**src/rtl/multicycle_controller.sv**
```systemverilog
// Control unit for the multicycle MIPS datapath: Moore main decoder FSM plus
// a combinational ALU decoder. Outputs are decoded from the current state.
module multicycle_controller (
  input  logic       clk,
  input  logic       reset,
  input  logic [5:0] op,
  input  logic [5:0] funct,
  input  logic       zero,
  output logic       pcen,
  output logic [1:0] pcsrc,
  output logic       alusrca,
  output logic [1:0] alusrcb,
  output logic       regdst,
  output logic       regwrite,
  output logic       memtoreg,
  output logic       irwrite,
  output logic       lord,
  output logic       memwrite,
  output logic [2:0] alucontrol,
  output logic [3:0] state
);

  typedef enum logic [3:0] {
    FETCH   = 4'd0,
    DECODE  = 4'd1,
    MEMADR  = 4'd2,
    MEMRD   = 4'd3,
    MEMWB   = 4'd4,
    MEMWR   = 4'd5,
    EXECUTE = 4'd6,
    ALUWB   = 4'd7,
    BRANCH  = 4'd8,
    ADDIEX  = 4'd9,
    ADDIWB  = 4'd10,
    JUMP    = 4'd11
  } state_t;

  typedef enum logic [1:0] {
    ALUOP_ADD   = 2'b00,
    ALUOP_SUB   = 2'b01,
    ALUOP_FUNCT = 2'b10
  } aluop_t;

  localparam logic [5:0] OP_RTYPE = 6'b000000;
  localparam logic [5:0] OP_LW    = 6'b100011;
  localparam logic [5:0] OP_SW    = 6'b101011;
  localparam logic [5:0] OP_BEQ   = 6'b000100;
  localparam logic [5:0] OP_ADDI  = 6'b001000;
  localparam logic [5:0] OP_J     = 6'b000010;

  state_t state_q, state_d;
  aluop_t aluop;
  logic   pcwrite;
  logic   branch;

  always_ff @(posedge clk or posedge reset) begin
    if (reset) state_q <= FETCH;
    else       state_q <= state_d;
  end

  always_comb begin
    state_d = FETCH;
    case (state_q)
      FETCH:   state_d = DECODE;
      DECODE: begin
        case (op)
          OP_LW, OP_SW: state_d = MEMADR;
          OP_RTYPE:     state_d = EXECUTE;
          OP_BEQ:       state_d = BRANCH;
          OP_ADDI:      state_d = ADDIEX;
          OP_J:         state_d = JUMP;
          default:      state_d = FETCH;
        endcase
      end
      MEMADR:  state_d = (op == OP_LW) ? MEMRD : MEMWR;
      MEMRD:   state_d = MEMWB;
      EXECUTE: state_d = ALUWB;
      ADDIEX:  state_d = ADDIWB;
      default: state_d = FETCH;
    endcase
  end

  // Unused encodings fall through to the all-zero defaults.
  always_comb begin
    pcwrite  = 1'b0;
    branch   = 1'b0;
    pcsrc    = 2'b00;
    alusrca  = 1'b0;
    alusrcb  = 2'b00;
    regdst   = 1'b0;
    regwrite = 1'b0;
    memtoreg = 1'b0;
    irwrite  = 1'b0;
    lord     = 1'b0;
    memwrite = 1'b0;
    aluop    = ALUOP_ADD;
    case (state_q)
      FETCH: begin
        irwrite = 1'b1;
        alusrcb = 2'b01;
        pcwrite = 1'b1;
      end
      DECODE:  alusrcb = 2'b11;
      MEMADR: begin
        alusrca = 1'b1;
        alusrcb = 2'b10;
      end
      MEMRD:   lord = 1'b1;
      MEMWB: begin
        memtoreg = 1'b1;
        regwrite = 1'b1;
      end
      MEMWR: begin
        lord     = 1'b1;
        memwrite = 1'b1;
      end
      EXECUTE: begin
        alusrca = 1'b1;
        aluop   = ALUOP_FUNCT;
      end
      ALUWB: begin
        regdst   = 1'b1;
        regwrite = 1'b1;
      end
      BRANCH: begin
        alusrca = 1'b1;
        aluop   = ALUOP_SUB;
        branch  = 1'b1;
        pcsrc   = 2'b01;
      end
      ADDIEX: begin
        alusrca = 1'b1;
        alusrcb = 2'b10;
      end
      ADDIWB:  regwrite = 1'b1;
      JUMP: begin
        pcsrc   = 2'b10;
        pcwrite = 1'b1;
      end
      default: ;
    endcase
  end

  always_comb begin
    alucontrol = 3'b010;
    case (aluop)
      ALUOP_SUB: alucontrol = 3'b110;
      ALUOP_FUNCT: begin
        case (funct)
          6'b100010: alucontrol = 3'b110;
          6'b100100: alucontrol = 3'b000;
          6'b100101: alucontrol = 3'b001;
          6'b101010: alucontrol = 3'b111;
          default:   alucontrol = 3'b010;
        endcase
      end
      default:   alucontrol = 3'b010;
    endcase
  end

  assign pcen  = pcwrite | (branch & zero);
  assign state = state_q;

endmodule

```
**config.mk**
```make
export PLATFORM = sky130hd
export DESIGN_NAME = multicycle_controller
export DESIGN_NICKNAME = d
export VERILOG_FILES = /design/src/rtl/multicycle_controller.sv
export SDC_FILE = /design/constraint.sdc
export NUM_CORES = 1
export LEC_CHECK = 0
export ABC_AREA = 1
export CAP_MARGIN = 25
export CORE_ASPECT_RATIO = 0.9
export CORE_UTILIZATION = 25
export CTS_CLUSTER_DIAMETER = 100
export DETAILED_ROUTE_END_ITERATION = 10
export SLEW_MARGIN = 20
export SYNTH_ARGS = -nofsm -noshare
export SYNTH_HDL_FRONTEND = slang
export SYNTH_SLANG_ARGS = --single-unit
```
**constraint.sdc**
```tcl
create_clock -name clk -period 2.1 [get_ports clk]
set_input_delay 0.63 -clock clk [delete_from_list [all_inputs] [get_ports clk]]
set_output_delay 0.63 -clock clk [all_outputs]
set_load 0.02 [all_outputs]
```
==> impl_metrics.csv <==
group,metric,value,unit
status,status,"finished with violations",
status,violations,"negative setup slack",
layout,n_antenna_cell,0,
run,cap_violations,0,
die,die-area,0.00238,mm^2
die,die_w,51.4,um
synthesis,yosys_warnings,0,
die,core-area,0.00199,mm^2
synthesis,yosys-top-cells-area,"nand2_1 20%, dfrtp_1 18%, inv_1 14%",
clocking,clock-root-buffer,"clkbuf_4",
sta,slew_viol_final,0,
sta,fin_skew,11.7,ps
sta,period_share,114,%
pwr,power.internal,0.000524,W
placed_design,dp_cells,182,
synthesis,synth_area_per_cell,5.37,um^2
layout,final_cells,190,
sta,rsz0062_at_grt,"true",
synthesis,ys_seq_elements,4,
layout,largest_register_ffs,4,
grt,grt_usage,16.9,%
pwr,swShare,44.2,%
setup_path,cp_data_arrival_time,1770,ps
routing,dr_wl_met2,954,um
sta,worstMarginPinSlew,235,ps
synthesis,ys_seq_area_share,18.3,%
synthesis,ys_types,17,
synthesis,synth.top_cell.area_share,19.9,%
setup_path,crit_path_max_fanout,4,
synthesis,synth_xor_area_share,0,%
pwr,pwr-share-comb,75.4,%
synthesis,synth_compound_area_share,7.99,%
layout,nNetsFinal,184,
synthesis,synth_area,548,um^2
placed_design,dp.final_hpwl,1.42,mm
clocking,h-tree-depth,1,
synthesis,syn_nets,120,
clocking,clock_sinks,4,
routing,wl_met1,782,um
die,start_util,27.5,%
routing,wl_per_cell,9.48,um
routing,totalWireLength,1.80,mm
pwr,ir_drop,366,uV
synthesis,yosysTopAreaCell,"nand2_1",
routing,drtAntennaViolNets,0,
setup_path,critPathKind,"register to output port",
sta,fin_crit,2400,ps
sta,max_slew_margin,84.3,%
pwr,cellPowerDensity,775,mW/mm^2
sta,tns,-679,ps
grt,grt.overflow.total,0,
die,ios,34,
clocking,clk_path_buf_depth,2,
synthesis,yosys.area_share.simple,51.8,%
setup_path,cp-end-kind,"output port",
routing,vias,806,
placed_design,gp_congestion,0.835,
sta,hold_slack,569,ps
routing,via_per_inst,4.24,
clocking,clock_latency,240,ps
placed_design,portBuffers,33,
clocking,tritoncts,"yes",
grt,grt_max_degree,5,
layout,final_util,60.8,%
sta,finalWorstSetupSlack,-299,ps
placed_design,placed_cell_area,0.00112,mm^2
setup_path,required,1470,ps
layout,final_area,0.00121,mm^2
setup_path,timing.reg2reg.setup_slack,810,ps
pwr,power_leakage,0.647,nW
grt,antenna_found_initial,0,
layout,area_delta_synth_final,121,%
routing,drt_iter0_drc,20,
pwr,p_seq_share,13.3,%
routing,wl_met3,66,um
sta,setup_violations,3,
routing,route.top_layer_used,"met3",
routing,route.detailed.drc,0,
synthesis,synth_top_family_by_area,"simple AND/OR/NAND/NOR gates",
setup_path,reg2reg_depth,7,
grt,grt_first_pass_wirelength,2.97,mm
pwr,power.switching,0.000415,W
die,dieHeight,46.4,um
synthesis,synthAdderAreaFrac,6.85,%
pwr,clkPwrFrac,11.3,%
synthesis,muxShareOfSynthArea,0,%
clocking,clk_pin_slew,50,ps
routing,drt_first_pass_iters,4,
layout,drive_gt1_share,43.6,%
sta,fmaxAchievable,417,MHz
setup_path,start_kind,"register",
synthesis,netlist_instances,102,
sta,hold_violations,0,
worst_hold_path,min_path_type,"input pin to async pin",
grt,grt_pass1_vias,727,
clocking,cts_made_buffers,3,
die,rows,15,
-- worst max-delay path, cell delays in order (launching register included) --
cell and delay, ps:
dfrtp_2 430, nor2_4 120, inv_2 60, nor2_4 90
inv_2 60, ha_4 270, nand2_4 50, nor2_4 90
nand2_2 70, o22ai_4 140, buf_6 140
-- power groups by stage --
stage | Sequential, W | Combinational, W | Clock [W]
final | 0.000125 | 0.000707 | 0.000106
after global routing | 0.000128 | 0.000771 | 0.000114
after CTS | 0.000125 | 0.000653 | 0.000113
after detailed placement | 0.000122 | 0.000633 | 0
after global placement | 0.000121 | 0.000633 | 0
after floorplan | 0.000150 | 0.000268 | 0
-- final timing paths --
path / start / endpoint
worst min register to register: state[0] / state[0]
worst max-delay path: state[0] / alucontrol[0]
worst max register to register: state[3] / state[3]
min in group clk: state[0] / state[0]
worst min-delay path: reset / state[2]
max in group asynchronous: reset / state[3]
-- through the flow --
stage          power, W  setup slack (ps)
5_1_grt         0.00101              -402
2_1_floorplan  0.000418              -218
3_3_place_gp   0.000755              -681
6_report       0.000938              -299
3_5_place_dp   0.000755              -686
4_1_cts        0.000892              -342
-- metal layers --
metal  vias up  track usage, %
met4         0            6.49
met3         0            1.98
met2        16            31.1
met5         -               0
li1        439               -
met1       351            20.5
-- Yosys cell counts (all sizes together) --
cell type  instances
nor3               1
ha                 3
inv               22
a21oi              2
o22ai              1
nor2              25
o21ai              4
nand3              6
o211ai             1
nand2             30
nand3b             1
nand4              2
dfrtp              4
-- area by class of cell --
cell class	instances	area [um^2]
Sequential cell	4	104
Tap cell	25	31.3
Clock buffer	4	26.3
Timing Repair Buffer	59	495
Multi-Input combinational cell	76	470
Fill cell	201	779
Inverter	22	82.6
-- cell usage in the layout (no fill, tap or decap), types with 2 or more instances in the layout --
cell type and n:
nand2_1 24, ha_4 2, buf_4 26, inv_1 15, clkdlybuf4s15_1 2, nor2_4 7
nor2_1 15, clkbuf_4 3, nand4_1 2, nand3_1 5, nor2_2 3, inv_2 7
o21ai_0 3, clkdlybuf4s50_1 18, dfrtp_2 3, nand2_2 5, buf_2 6, buf_6 5
-- cells by family after synthesis --
group           after synthesis
compound gates                8
fa+ha+maj                     3
buf+inv                      22
flops                         4
simple gates                 65
-- repair_timing --
action,in CTS,in global routing
hold buffers,0,0
pin swaps,8,8
endpoints found under the setup margin,15,11
setup buffers,4,1
resized for setup,61,22
Power figures use the tool's default switching activity.
